<file path="src/rtl/xc_malu_mul_seq_pkg.sv">
`default_nettype none
// ------------------------------------------------------------------
// xc_malu_mul_seq_pkg : shared types for the multiply sequencer
// Rev 1.0
// ------------------------------------------------------------------
package xc_malu_mul_seq_pkg;

  localparam int MALU_STEPS = 32;
  localparam int COUNT_W    = 6;

  // Bit positions of the one-hot uop vector built by the sequencer.
  localparam int OP_IDX_MUL    = 0;
  localparam int OP_IDX_MULH   = 1;
  localparam int OP_IDX_MULHU  = 2;
  localparam int OP_IDX_MULHSU = 3;
  localparam int OP_IDX_CLMUL  = 4;
  localparam int OP_IDX_CLMULH = 5;

  typedef enum logic [0:0] {
    ST_IDLE = 1'b0,
    ST_RUN  = 1'b1
  } state_t;

  typedef enum logic [2:0] {
    OP_MUL    = 3'd0,
    OP_MULH   = 3'd1,
    OP_MULHU  = 3'd2,
    OP_MULHSU = 3'd3,
    OP_CLMUL  = 3'd4,
    OP_CLMULH = 3'd5
  } op_t;

  // Resolves multiple set uop bits with mul taking highest priority.
  function automatic op_t op_decode(input logic [5:0] uops);
    if (uops[OP_IDX_MUL])         return OP_MUL;
    else if (uops[OP_IDX_MULH])   return OP_MULH;
    else if (uops[OP_IDX_MULHU])  return OP_MULHU;
    else if (uops[OP_IDX_MULHSU]) return OP_MULHSU;
    else if (uops[OP_IDX_CLMUL])  return OP_CLMUL;
    else                          return OP_CLMULH;
  endfunction

endpackage
`default_nettype wire

</file>
<file path="src/rtl/xc_malu_mul_seq_padd32.sv">
`default_nettype none
// ------------------------------------------------------------------
// xc_malu_padd32 : 32-bit packed adder with carry-enable gating
// Rev 1.0
// ------------------------------------------------------------------
module xc_malu_padd32 (
  input  logic [31:0] lhs,
  input  logic [31:0] rhs,
  input  logic        sub,
  input  logic        cin,
  input  logic        cen,
  output logic [32:0] cout,
  output logic [31:0] result
);

  logic [31:0] w_rhs_eff;
  logic        w_carry;

  assign w_rhs_eff = sub ? ~rhs : rhs;

  // With cen low every carry is killed, giving a bitwise XOR for carryless ops.
  always_comb begin
    w_carry = cin | sub;
    cout    = '0;
    result  = '0;
    for (int i = 0; i < 32; i++) begin
      result[i] = lhs[i] ^ w_rhs_eff[i] ^ w_carry;
      w_carry   = cen & ((lhs[i] & w_rhs_eff[i]) |
                         (lhs[i] & w_carry)      |
                         (w_rhs_eff[i] & w_carry));
      cout[i]   = w_carry;
    end
    cout[32] = cout[31];
  end

endmodule
`default_nettype wire

</file>
<file path="src/rtl/xc_malu_mul_seq.sv">
`default_nettype none
// ------------------------------------------------------------------
// xc_malu_mul_seq : iteration sequencer for the multi-cycle multiplier
// Rev 1.0
// ------------------------------------------------------------------
module xc_malu_mul_seq
  import xc_malu_mul_seq_pkg::*;
#(
  parameter int STEPS = MALU_STEPS
) (
  input  logic        g_clk,
  input  logic        g_resetn,
  input  logic        valid,
  input  logic        flush,
  input  logic [31:0] rs1,
  input  logic [31:0] rs2,
  input  logic        uop_mul,
  input  logic        uop_mulh,
  input  logic        uop_mulhu,
  input  logic        uop_mulhsu,
  input  logic        uop_clmul,
  input  logic        uop_clmulh,
  output logic        done,
  output logic [31:0] result,
  output logic [31:0] step_rs1,
  output logic [31:0] step_rs2,
  output logic [5:0]  step_count,
  output logic [63:0] step_acc,
  output logic [31:0] step_arg_0,
  output logic        step_carryless,
  output logic        step_lhs_sign,
  output logic        step_rhs_sign,
  input  logic [31:0] step_padd_lhs,
  input  logic [31:0] step_padd_rhs,
  input  logic        step_padd_sub,
  input  logic        step_padd_cin,
  input  logic        step_padd_cen,
  output logic [32:0] step_padd_cout,
  output logic [31:0] step_padd_result,
  input  logic [63:0] step_n_acc,
  input  logic [31:0] step_n_arg_0,
  input  logic        step_ready
);

  localparam logic [COUNT_W-1:0] C_LAST = COUNT_W'(STEPS);

  state_t             r_state;
  op_t                r_op;
  logic [COUNT_W-1:0] r_count;
  logic [63:0]        r_acc;
  logic [31:0]        r_arg_0;
  logic [31:0]        r_rs1;
  logic [31:0]        r_rs2;

  logic [5:0] w_uops;
  logic       w_start;
  logic       w_hi;

  assign w_uops  = {uop_clmulh, uop_clmul, uop_mulhsu, uop_mulhu, uop_mulh, uop_mul};
  assign w_start = valid & ~flush & (|w_uops);

  always_ff @(posedge g_clk or negedge g_resetn) begin
    if (!g_resetn) begin
      r_state <= ST_IDLE;
      r_op    <= OP_MUL;
      r_count <= '0;
      r_acc   <= '0;
      r_arg_0 <= '0;
      r_rs1   <= '0;
      r_rs2   <= '0;
    end else begin
      case (r_state)
        ST_IDLE: begin
          if (w_start) begin
            r_state <= ST_RUN;
            r_op    <= op_decode(w_uops);
            r_count <= '0;
            r_acc   <= '0;
            r_arg_0 <= rs2;
            r_rs1   <= rs1;
            r_rs2   <= rs2;
          end
        end
        ST_RUN: begin
          if (flush || step_ready) begin
            r_state <= ST_IDLE;
          end else begin
            r_acc   <= step_n_acc;
            r_arg_0 <= step_n_arg_0;
            if (r_count != C_LAST) r_count <= r_count + COUNT_W'(1);
          end
        end
        default: r_state <= ST_IDLE;
      endcase
    end
  end

  // Done comes from the count register; only flush may veto it in-cycle.
  assign done = (r_state == ST_RUN) & (r_count == C_LAST) & ~flush;

  assign w_hi   = r_op inside {OP_MULH, OP_MULHU, OP_MULHSU, OP_CLMULH};
  assign result = done ? (w_hi ? r_acc[63:32] : r_acc[31:0]) : 32'd0;

  assign step_rs1       = r_rs1;
  assign step_rs2       = r_rs2;
  assign step_count     = r_count;
  assign step_acc       = r_acc;
  assign step_arg_0     = r_arg_0;
  assign step_carryless = (r_op == OP_CLMUL) | (r_op == OP_CLMULH);
  assign step_lhs_sign  = (r_op == OP_MULH) | (r_op == OP_MULHSU);
  assign step_rhs_sign  = (r_op == OP_MULH);

  xc_malu_padd32 u_padd (
    .lhs    (step_padd_lhs),
    .rhs    (step_padd_rhs),
    .sub    (step_padd_sub),
    .cin    (step_padd_cin),
    .cen    (step_padd_cen),
    .cout   (step_padd_cout),
    .result (step_padd_result)
  );

endmodule
`default_nettype wire
</file>
<file path="config.mk">
export PLATFORM = sky130hd
export DESIGN_NAME = xc_malu_mul_seq
export DESIGN_NICKNAME = d
export VERILOG_FILES = /design/src/rtl/xc_malu_mul_seq_pkg.sv /design/src/rtl/xc_malu_mul_seq_padd32.sv /design/src/rtl/xc_malu_mul_seq.sv
export SDC_FILE = /design/constraint.sdc
export NUM_CORES = 1
export LEC_CHECK = 0
export ABC_AREA = 1
export BUFFER_PORTS_ARGS = -buffer_cell sky130_fd_sc_hd__buf_2
export CORE_ASPECT_RATIO = 0.7
export CORE_MARGIN = 4
export CORE_UTILIZATION = 27
export CTS_CLUSTER_DIAMETER = 100
export DETAILED_ROUTE_END_ITERATION = 7
export PLACE_DENSITY_LB_ADDON = 0.15
export RECOVER_POWER = 25
export SLEW_MARGIN = 30
export SYNTH_ARGS = -nofsm -noshare
export SYNTH_HDL_FRONTEND = slang
export SYNTH_SLANG_ARGS = --single-unit
</file>
<file path="constraint.sdc">
create_clock -name g_clk -period 15.3 [get_ports g_clk]
set_input_delay 1.53 -clock g_clk [delete_from_list [all_inputs] [get_ports g_clk]]
set_output_delay 1.53 -clock g_clk [all_outputs]
set_load 0.02 [all_outputs]
</file>
---- Yosys cells after proc, flatten, opt, wreduce, memory -nomap -nowiden ----
Cells that the tools add are included.
storage, ports and cells
  register bits ........................... 170
  input port bits ......................... 238
  output and inout port bits .............. 267
  word-level logic and storage cells ...... 311
cells by class
  $add $sub $neg .......................... 1
  equal/unequal tests ..................... 10
  multiplexer cells ....................... 21
  bitwise operators ....................... 266
  reduce and logical (&&, ||, !) cells .... 6
operators with widths
  operator                                              count
  two-way mux 32 bit                                    5
  bitwise AND 1 bit                                     132
  two-way mux 64 bit                                    2
  one-hot mux 64 bit (2 select lines)                   1
  bitwise OR 1 bit                                      67
  one-hot mux 32 bit (2 select lines)                   1
  XOR 1 bit                                             64
  NOT 32 bit                                            1
  two-way mux 6 bit                                     3
  two-way mux 3 bit                                     4
  one-hot mux 6 bit (2 select lines)                    1
  adder 6 x 1 -> 6 bit (second input constant)          1
  equality test 3 x 2 -> 1 bit (second input constant)  2
  equality test 3 bit (second input constant)           2
  equality test 6 bit (second input constant)           1
  != test 6 bit (second input constant)                 1
  OR reduction 6 bit                                    1
  != test 2 bit (second input constant)                 2
  AND reduction 2 bit                                   2
  nonzero test 4 bit                                    1
  equality test 3 x 1 -> 1 bit (second input constant)  1
  two-way mux 1 bit                                     3
  AND reduction 3 bit                                   1
  != test 2 x 1 -> 1 bit (second input constant)        1
  other kinds (3)                                       4

---- Depth between registers and ports, before layout ----
Gate-level depths: netlist of the first run.
  word-level depth ........................ 130
  depth in mapped cells ................... 77
  gate-level depth less buffers ........... 73

---- Cells and area by module ----
From an unflattened synthesis of the first run, not the netlist that was laid out.
unflattened totals
  cells, all modules ...................... 1234
  area, all modules ....................... 9445.3 um^2
modules (own cells, without submodules)
  module           instances  cells an instance  area an instance (um^2)  seq. area each (um^2)
  xc_malu_mul_seq  1          949                7686.1                   4254.1
  xc_malu_padd32   1          285                1759.2                   0.0

---- Least setup slack after synthesis of the first run ----
Ideal clock, no wire load.
  path type ............................... input-to-output
  start point ............................. input port step_padd_sub
  end point ............................... output port step_padd_cout[31]
  data arrival time ....................... 14.061 ns
  required time ........................... 13.770 ns
  path slack .............................. -0.291 ns
  stages on the path ...................... 77
  path buffers ............................ 4
  path through ............................ buf_4 buf_4 buf_1 xor2_1 fa_1 nand2_1 fa_1 nor2_1 inv_1 fa_1 nor2_1 inv_1 fa_1 nor2_1 inv_1 fa_1 nor2_1 inv_1 [... 41 more ...] nand2_1 nand2_1 nand2_1 nand2_1 nand2_1 nand2_1 nand2_1 nand2_1 nand2_1 nand2_1 nand2_1 nand2_1 nand2_1 nand3_1 nand2_2 nand2_1 nand2_1 buf_4
on the way
  word-level cells in the longest chain between the ends .. 129
  elaborated cells on any way between the ends .. 194
  classes of those cells .................. 1 x mux; 193 x bitwise
RTL lines
  item                                                    line                                                        RTL
  start, declared                                         xc_malu_mul_seq.sv:35                                       input logic step_padd_sub,
  two-way mux 32 bit or bitwise OR 1 bit (tied branches)  xc_malu_mul_seq_padd32.sv:19, xc_malu_mul_seq_padd32.sv:23
  bitwise AND 1 bit (on tied branches)                    xc_malu_mul_seq_padd32.sv:28, xc_malu_mul_seq_padd32.sv:29
  bitwise OR 1 bit                                        xc_malu_mul_seq_padd32.sv:28                                w_carry = cen & ((lhs[i] & w_rhs_eff[i]) |
  bitwise OR 1 bit                                        xc_malu_mul_seq_padd32.sv:29                                (lhs[i] & w_carry) |
  bitwise AND 1 bit                                       xc_malu_mul_seq_padd32.sv:28
  bitwise AND 1 bit                                       xc_malu_mul_seq_padd32.sv:29
  bitwise OR 1 bit                                        xc_malu_mul_seq_padd32.sv:28
  bitwise OR 1 bit *                                      xc_malu_mul_seq_padd32.sv:29
  [... 1 more ...]                                        --
  via step_padd_cout[1]                                   xc_malu_mul_seq.sv:38                                       output logic [32:0] step_padd_cout,
  [... 4 more ...]                                        --
  via step_padd_cout[2]                                   xc_malu_mul_seq.sv:38
  [... 4 more ...]                                        --
  via step_padd_cout[3]                                   xc_malu_mul_seq.sv:38
  [... 4 more ...]                                        --
  via step_padd_cout[4]                                   xc_malu_mul_seq.sv:38
  [... 4 more ...]                                        --
  via step_padd_cout[5]                                   xc_malu_mul_seq.sv:38
  [... 4 more ...]                                        --
  via step_padd_cout[6]                                   xc_malu_mul_seq.sv:38
  [... 4 more ...]                                        --
  via step_padd_cout[7]                                   xc_malu_mul_seq.sv:38
  [... 4 more ...]                                        --
  via step_padd_cout[8]                                   xc_malu_mul_seq.sv:38
  [... 4 more ...]                                        --
  via step_padd_cout[9]                                   xc_malu_mul_seq.sv:38
  [... 4 more ...]                                        --
  via step_padd_cout[10]                                  xc_malu_mul_seq.sv:38
  [... 77 more ...]                                       --
  bitwise OR 1 bit                                        xc_malu_mul_seq_padd32.sv:28
  bitwise OR 1 bit *                                      xc_malu_mul_seq_padd32.sv:29
  bitwise AND 1 bit *                                     xc_malu_mul_seq_padd32.sv:28
  via step_padd_cout[30]                                  xc_malu_mul_seq.sv:38
  bitwise AND 1 bit                                       xc_malu_mul_seq_padd32.sv:29
  bitwise OR 1 bit                                        xc_malu_mul_seq_padd32.sv:28
  bitwise OR 1 bit *                                      xc_malu_mul_seq_padd32.sv:29
  bitwise AND 1 bit *                                     xc_malu_mul_seq_padd32.sv:28
  end, declared                                           xc_malu_mul_seq.sv:38
Mark *: on every way through the listed nets, which the timed path passes. The rest lies on a longest branch.

---- Worst setup path after layout of the first run ----
  start point ............................. input port step_padd_sub
  end point ............................... output port step_padd_cout[31]
on the way
  word-level cells in the longest chain between the ends .. 129
  elaborated cells on any way between the ends .. 194
  classes of those cells .................. 1 x mux; 193 x bitwise
RTL lines
  item                                                    line
  two-way mux 32 bit or bitwise OR 1 bit (tied branches)  xc_malu_mul_seq_padd32.sv:19, xc_malu_mul_seq_padd32.sv:23
  bitwise AND 1 bit (on tied branches)                    xc_malu_mul_seq_padd32.sv:28, xc_malu_mul_seq_padd32.sv:29
  bitwise OR 1 bit                                        xc_malu_mul_seq_padd32.sv:28
  bitwise OR 1 bit                                        xc_malu_mul_seq_padd32.sv:29
  bitwise AND 1 bit                                       xc_malu_mul_seq_padd32.sv:28
  bitwise AND 1 bit                                       xc_malu_mul_seq_padd32.sv:29
  bitwise OR 1 bit                                        xc_malu_mul_seq_padd32.sv:28
  bitwise OR 1 bit                                        xc_malu_mul_seq_padd32.sv:29
  [... 113 more ...]                                      --
  bitwise AND 1 bit                                       xc_malu_mul_seq_padd32.sv:29
  bitwise OR 1 bit                                        xc_malu_mul_seq_padd32.sv:28
  bitwise OR 1 bit                                        xc_malu_mul_seq_padd32.sv:29
  bitwise AND 1 bit                                       xc_malu_mul_seq_padd32.sv:28
  bitwise AND 1 bit                                       xc_malu_mul_seq_padd32.sv:29
  bitwise OR 1 bit                                        xc_malu_mul_seq_padd32.sv:28
  bitwise OR 1 bit *                                      xc_malu_mul_seq_padd32.sv:29
  bitwise AND 1 bit *                                     xc_malu_mul_seq_padd32.sv:28
Every way passes the cells marked *; elsewhere a longest branch is shown, timed or not.

==> impl_metrics.tcl, run 1 <==
set metrics [dict create \
    status "finished with violations" \
    violations "max-capacitance violations, max-slew violations" \
    hold_ws_ns 0.477 \
    slew_viol_final 69 \
    fin_nets 1954 \
    cts_sinks 170 \
    clkPwrFrac_pct 28.5 \
    grt_max_degree 99 \
    final_common_cell "nand2_1" \
    grt_pass1_wl_microns 54100 \
    period_minus_slack_ns 13.50 \
    synthTopCellsByArea "dfrtp_1, nand2_1, inv_1" \
    crit_arrival_ns 11.97 \
    p_switching_uw 628 \
    post_cts_buffers 0 \
    synth_area_sq_um 9180 \
    num_rows 56 \
    die-width_microns 228 \
    combPwrFrac_pct 34.0 \
    yosysTopAreaCellShare_pct 46.4 \
    ys_types 26 \
    layoutNonFillerInstCount 2135 \
    htree_levels 4 \
    seq_area_frac_synth_pct 46.4 \
    via_per_inst 4.34 \
    ctsHoldBuffers 0 \
    timing.final.crit_share_pct 88.2 \
    drtIter0Drc 482 \
    grt_overflow_total 0 \
    finalSetupTns_ns 0 \
    powerDensity_nw_per_um2 123 \
    grt.total_usage_pct 18.7 \
    clkLatencyLatePin_ns 0.44 \
    hold_viol_final 0 \
    start_util_pct 27.4 \
    critical_path_class "primary input to output port" \
    worst_slew_pin_slew_ns 3.82 \
    cp.required_ns 13.77 \
    drcViolationCount 0 \
    place_hpwl_microns 27300 \
    synth.ff_latch_count 170 \
    path_clk_slew_ns 0.07 \
    clockRootBuffer "clkbuf_16" \
    seqPwrFrac_pct 37.6 \
    final_cell_mix "nand2_1, buf_2, inv_1" \
    fmax_mhz 74.1 \
    syn_inst 1216 \
    path_common_cell "nand2_1" \
    relSlewSlack_pct -155 \
    port_buffers 504 \
    first_pass_iters 5 \
    rsz0062_at_grt "false" \
    dieArea_sq_um 37000 \
    worst_setup_path_end_kind "output port" \
    sw_frac_of_total_pct 40.6 \
    power_leakage_uw 0.00705 \
    antenna_found_initial 4 \
    routedWlPerCell_microns 16.7 \
    routed_wl_microns 35700 \
    synthesis.nets 1488 \
    final-setup-viol-count 0 \
    total_power_uw 1550 \
    ir_drop_v 0.0000575 \
    fin_skew_ns 0.00887 \
    num_vias 9272 \
    yosysWarnings 0 \
    crit_path_max_incr_delay_ns 0.43 \
    maxCapViolations 1 \
    cts_tree "yes" \
    ant_nets 0 \
    intPower_uw 918 \
    crit_slowest_cell "fa_1" \
    cts_buffers 17 \
    drive_gt1_share_pct 28.8 \
    area_growth_pct 37.3 \
    timing.hold.worst_path_depth 2 \
    cp-start-kind "primary input" \
    hold_class "flop to flop" \
    clk_path_buf_depth 2 \
    crit_fanout 16 \
    die_y_microns 162 \
    cts-resized-gates 0 \
    gp_congestion 0.873 \
    worstRegToRegCells 5 \
    fillerInstances 3682 \
    dp.cells 2098 \
    yosysTopAreaCell "dfrtp_1" \
    boundaryPins 505 \
    grt_pass1_vias 9065 \
    design.core.area_sq_um 33500 \
    avgSynthCellArea_sq_um 7.55 \
]
==> metrics by stage <==
| stage | instance area (sq um) | utilization (%) | worst slack, ns |
|---|---|---|---|
| after global placement | 12100 | 36.1 | 2.15 |
| after CTS | 12700 | 37.9 | 1.76 |
| after global routing | 12600 | 37.6 | 0.669 |
| after detailed placement | 12100 | 36.1 | 1.79 |
| after floorplan | 9180 | - | 0.0789 |
| final | 12600 | 37.6 | 1.80 |
==> cell type report <==
class                           instances  area (sq um)  share of cell area [%]
Tap cell                              435           544                    4.32
Inverter                              174           653                    5.19
Clock inverter                         14           153                    1.21
Antenna cell                            5          12.5                  0.0993
Sequential cell                       170          4260                    33.8
Timing Repair Buffer                  513          2480                    19.7
Clock buffer                           18           439                    3.49
Multi-Input combinational cell        806          4050                    32.2
==> worst paths after layout <==
path	from	endpoint	slack [ns]
setup / recovery	step_padd_sub	step_padd_cout[31]	1.80
hold / removal	step_rs2[14]	step_rs2[14]	0.48
setup reg to reg	r_state	step_arg_0[6]	12.04
hold reg to reg	step_rs2[14]	step_rs2[14]	0.48
max in group asynchronous	g_resetn	step_acc[59]	9.95
min in group asynchronous	g_resetn	step_rs2[18]	2.38
==> flip-flops by register name, indices dropped and copies added, names as in the netlist <==
signal / flops
step_arg_0: 32
step_acc: 64
step_rs2: 32
step_count: 6
r_state: 1
r_op: 3
step_rs1: 32
==> synthesized netlist by cell type <==
library cell / count
o31ai_1: 1
o21ai_0: 74
ha_1: 22
clkbuf_1: 54
nand2_1: 428
buf_1: 8
nand2_2: 1
xnor2_1: 47
o21ai_1: 2
a21oi_1: 34
nor3_1: 2
nand3_1: 43
xor2_1: 3
buf_4: 4
nor2_1: 81
nor4_1: 1
a31oi_1: 32
dfrtp_1: 170
nor3b_1: 1
or2_2: 18
o21bai_1: 1
nand4_1: 2
inv_2: 2
inv_1: 172
fa_1: 12
or2_0: 1
==> power by group through the flow <==
stage	logic (uW)	clock network (uW)	registers [uW]
floorplan	226	0	677
global placement	541	0	587
detailed placement	544	0	588
CTS	546	457	580
global route	578	473	592
finish	525	440	581
==> routing by layer <==
layer / vias to the layer above / track usage, % / wire (microns)
met5: - / 0 / 9
met4: 2 / 4.53 / 612
met3: 34 / 4.73 / 1810
met2: 260 / 30.4 / 17100
met1: 4347 / 25.3 / 16200
li1: 4629 / - / -
==> critical path, delay by kind of cell <==
kind / cells / cell delay [ns]
compound gates: 1 / 0.19
fa+ha+maj: 12 / 4.51
simple gates: 49 / 4.17
xor+xnor: 1 / 0.22
buf+inv: 12 / 1.32
==> logic make-up after synthesis <==
group	after synthesis	share of synthesized area, %
AND/OR/NAND/NOR	578	24.9
AO/OA/AOI/OAI	144	8.34
flip-flops	170	46.4
adder cells (fa/ha/maj)	34	5.62
buffers and inverters	240	9.98
XOR/XNOR	50	4.77
(Power assumes the default switching activity.)
==> inputs of run 2 (changes only) <==
clock period = 16.9 ns   (was 15.3 ns; I/O delays follow)
==> impl_metrics.tcl, run 2 (synthesized netlist as in run 1, its figures left out) <==
set metrics [dict create \
    path_clk_slew_ns 0.06 \
    final_cell_mix "nand2_1, buf_2, inv_1" \
    clockRootBuffer "clkbuf_16" \
    die-width_microns 228 \
    rsz0062_at_grt "false" \
    dieArea_sq_um 37000 \
    worstRegToRegCells 5 \
    start_util_pct 27.4 \
    worst_slew_pin_slew_ns 3.70 \
    ant_nets 0 \
    grt_max_degree 96 \
    port_buffers 504 \
    crit_path_max_incr_delay_ns 0.45 \
    worst_setup_path_end_kind "output port" \
    largest_reg_flops 64 \
    drtIter0Drc 638 \
    routed_wl_microns 36000 \
    design.core.area_sq_um 33500 \
    maxCapViolations 1 \
    hold_viol_final 0 \
    r2r-start "r_state" \
    gp_congestion 0.901 \
    grt_pass1_wl_microns 54800 \
    timing.reg2reg.setup_slack_ns 13.49 \
    cts_buffers 17 \
    cp-startpoint "step_padd_sub" \
    cp.required_ns 15.21 \
    ir_drop_v 0.0000549 \
    crit_arrival_ns 12.22 \
    grt_pass1_vias 9289 \
    crit_slowest_cell "buf_4" \
    clkLatencyLatePin_ns 0.44 \
    die_y_microns 162 \
    critical_path_class "primary input to output port" \
    finalSetupTns_ns 0 \
    cts-resized-gates 0 \
    total_power_uw 1370 \
    cts_sinks 170 \
    fin_nets 1954 \
    timing.final.crit_share_pct 82.3 \
    first_pass_iters 5 \
    hold_class "flop to flop" \
    r2r-end "step_acc[3]" \
    htree_levels 4 \
    place_hpwl_microns 27200 \
    boundaryPins 505 \
    path_common_cell "nand2_1" \
    routedWlPerCell_microns 16.9 \
    via_per_inst 4.34 \
    fmax_mhz 71.9 \
    post_cts_buffers 0 \
    num_rows 56 \
    grt.total_usage_pct 18.9 \
    timing.hold.worst_path_depth 2 \
    cts_tree "yes" \
    fin_skew_ns 0.00591 \
    cp-start-kind "primary input" \
    area_growth_pct 36.2 \
    grt_overflow_total 0 \
    slew_viol_final 67 \
    ctsHoldBuffers 0 \
    crit_fanout 34 \
    drcViolationCount 0 \
    num_vias 9236 \
    antenna_found_initial 4 \
    relSlewSlack_pct -147 \
    violations "max-capacitance violations, max-slew violations" \
    status "finished with violations" \
    crit_path_end "step_padd_cout[32]" \
    final_common_cell "nand2_1" \
    period_minus_slack_ns 13.91 \
    final-setup-viol-count 0 \
    power_leakage_uw 0.00700 \
    drive_gt1_share_pct 28.3 \
    clk_path_buf_depth 2 \
    powerDensity_nw_per_um2 110 \
]
==> run 2: cell types whose count changed in the layout (fill, tap and decap cells not counted), sizes merged, moves of 2 or more <==
cell,change
clkbuf,+4
inv,-7
diode,-3
buf,-2
==> run 2: power breakdown <==
| part | internal, uW | switching (uW) | total, uW |
|---|---|---|---|
| Sequential | 478 | 47.3 | 526 |
| Clock | 203 | 167 | 370 |
| Combinational | 151 | 326 | 477 |
| Total | 832 | 540 | 1370 |
==> run 2: routing by layer <==
metal / routed length, microns / part of all wire (%) / global-route usage [%]
met1: 16100 / 45 / 24.6
met3: 1840 / 5.1 / 5.08
met4: 473 / 1.3 / 4.23
met5: 20 / 0.056 / 0
met2: 17600 / 49 / 31.8
==> run 2: worst min path at each step <==
stage	slack [ns]	to	startpoint
after floorplan	0.47	r_op[1]	r_op[1]
after global placement	0.46	step_rs1[20]	step_rs1[20]
after detailed placement	0.46	step_rs1[27]	step_rs1[27]
after CTS	0.48	step_rs1[27]	step_rs1[27]
after global routing	0.49	step_rs2[11]	step_rs2[11]
final	0.48	step_rs2[7]	step_rs2[7]
==> run 2: final cells by class <==
class	count	area, sq um
Fill cell	3666	21000
Clock inverter	8	75.1
Timing Repair Buffer	513	2480
Clock buffer	20	447
Multi-Input combinational cell	806	4030
Inverter	174	653
Sequential cell	170	4260
Tap cell	435	544
Antenna cell	2	5.00
==> run 2: through the flow <==
stage                     area, sq um  hold WS, ns  setup slack [ns]  util, %  cells
after floorplan                  9180        0.474             0.989        -   1216
after global placement          12100        0.457              2.94     36.1   2098
after detailed placement        12100        0.460              2.71     36.1   2098
after CTS                       12600        0.478              2.69     37.6   2126
after global routing            12500        0.492              1.63     37.3   2128
final                           12500        0.480              2.99     37.3   2128
==> run 2: critical path, delay by kind of cell <==
kind	cells	cell delay, ns
compound gates	1	0.18
xor+xnor	1	0.23
fa+ha+maj	12	4.48
buf+inv	12	1.43
simple gates	49	4.22
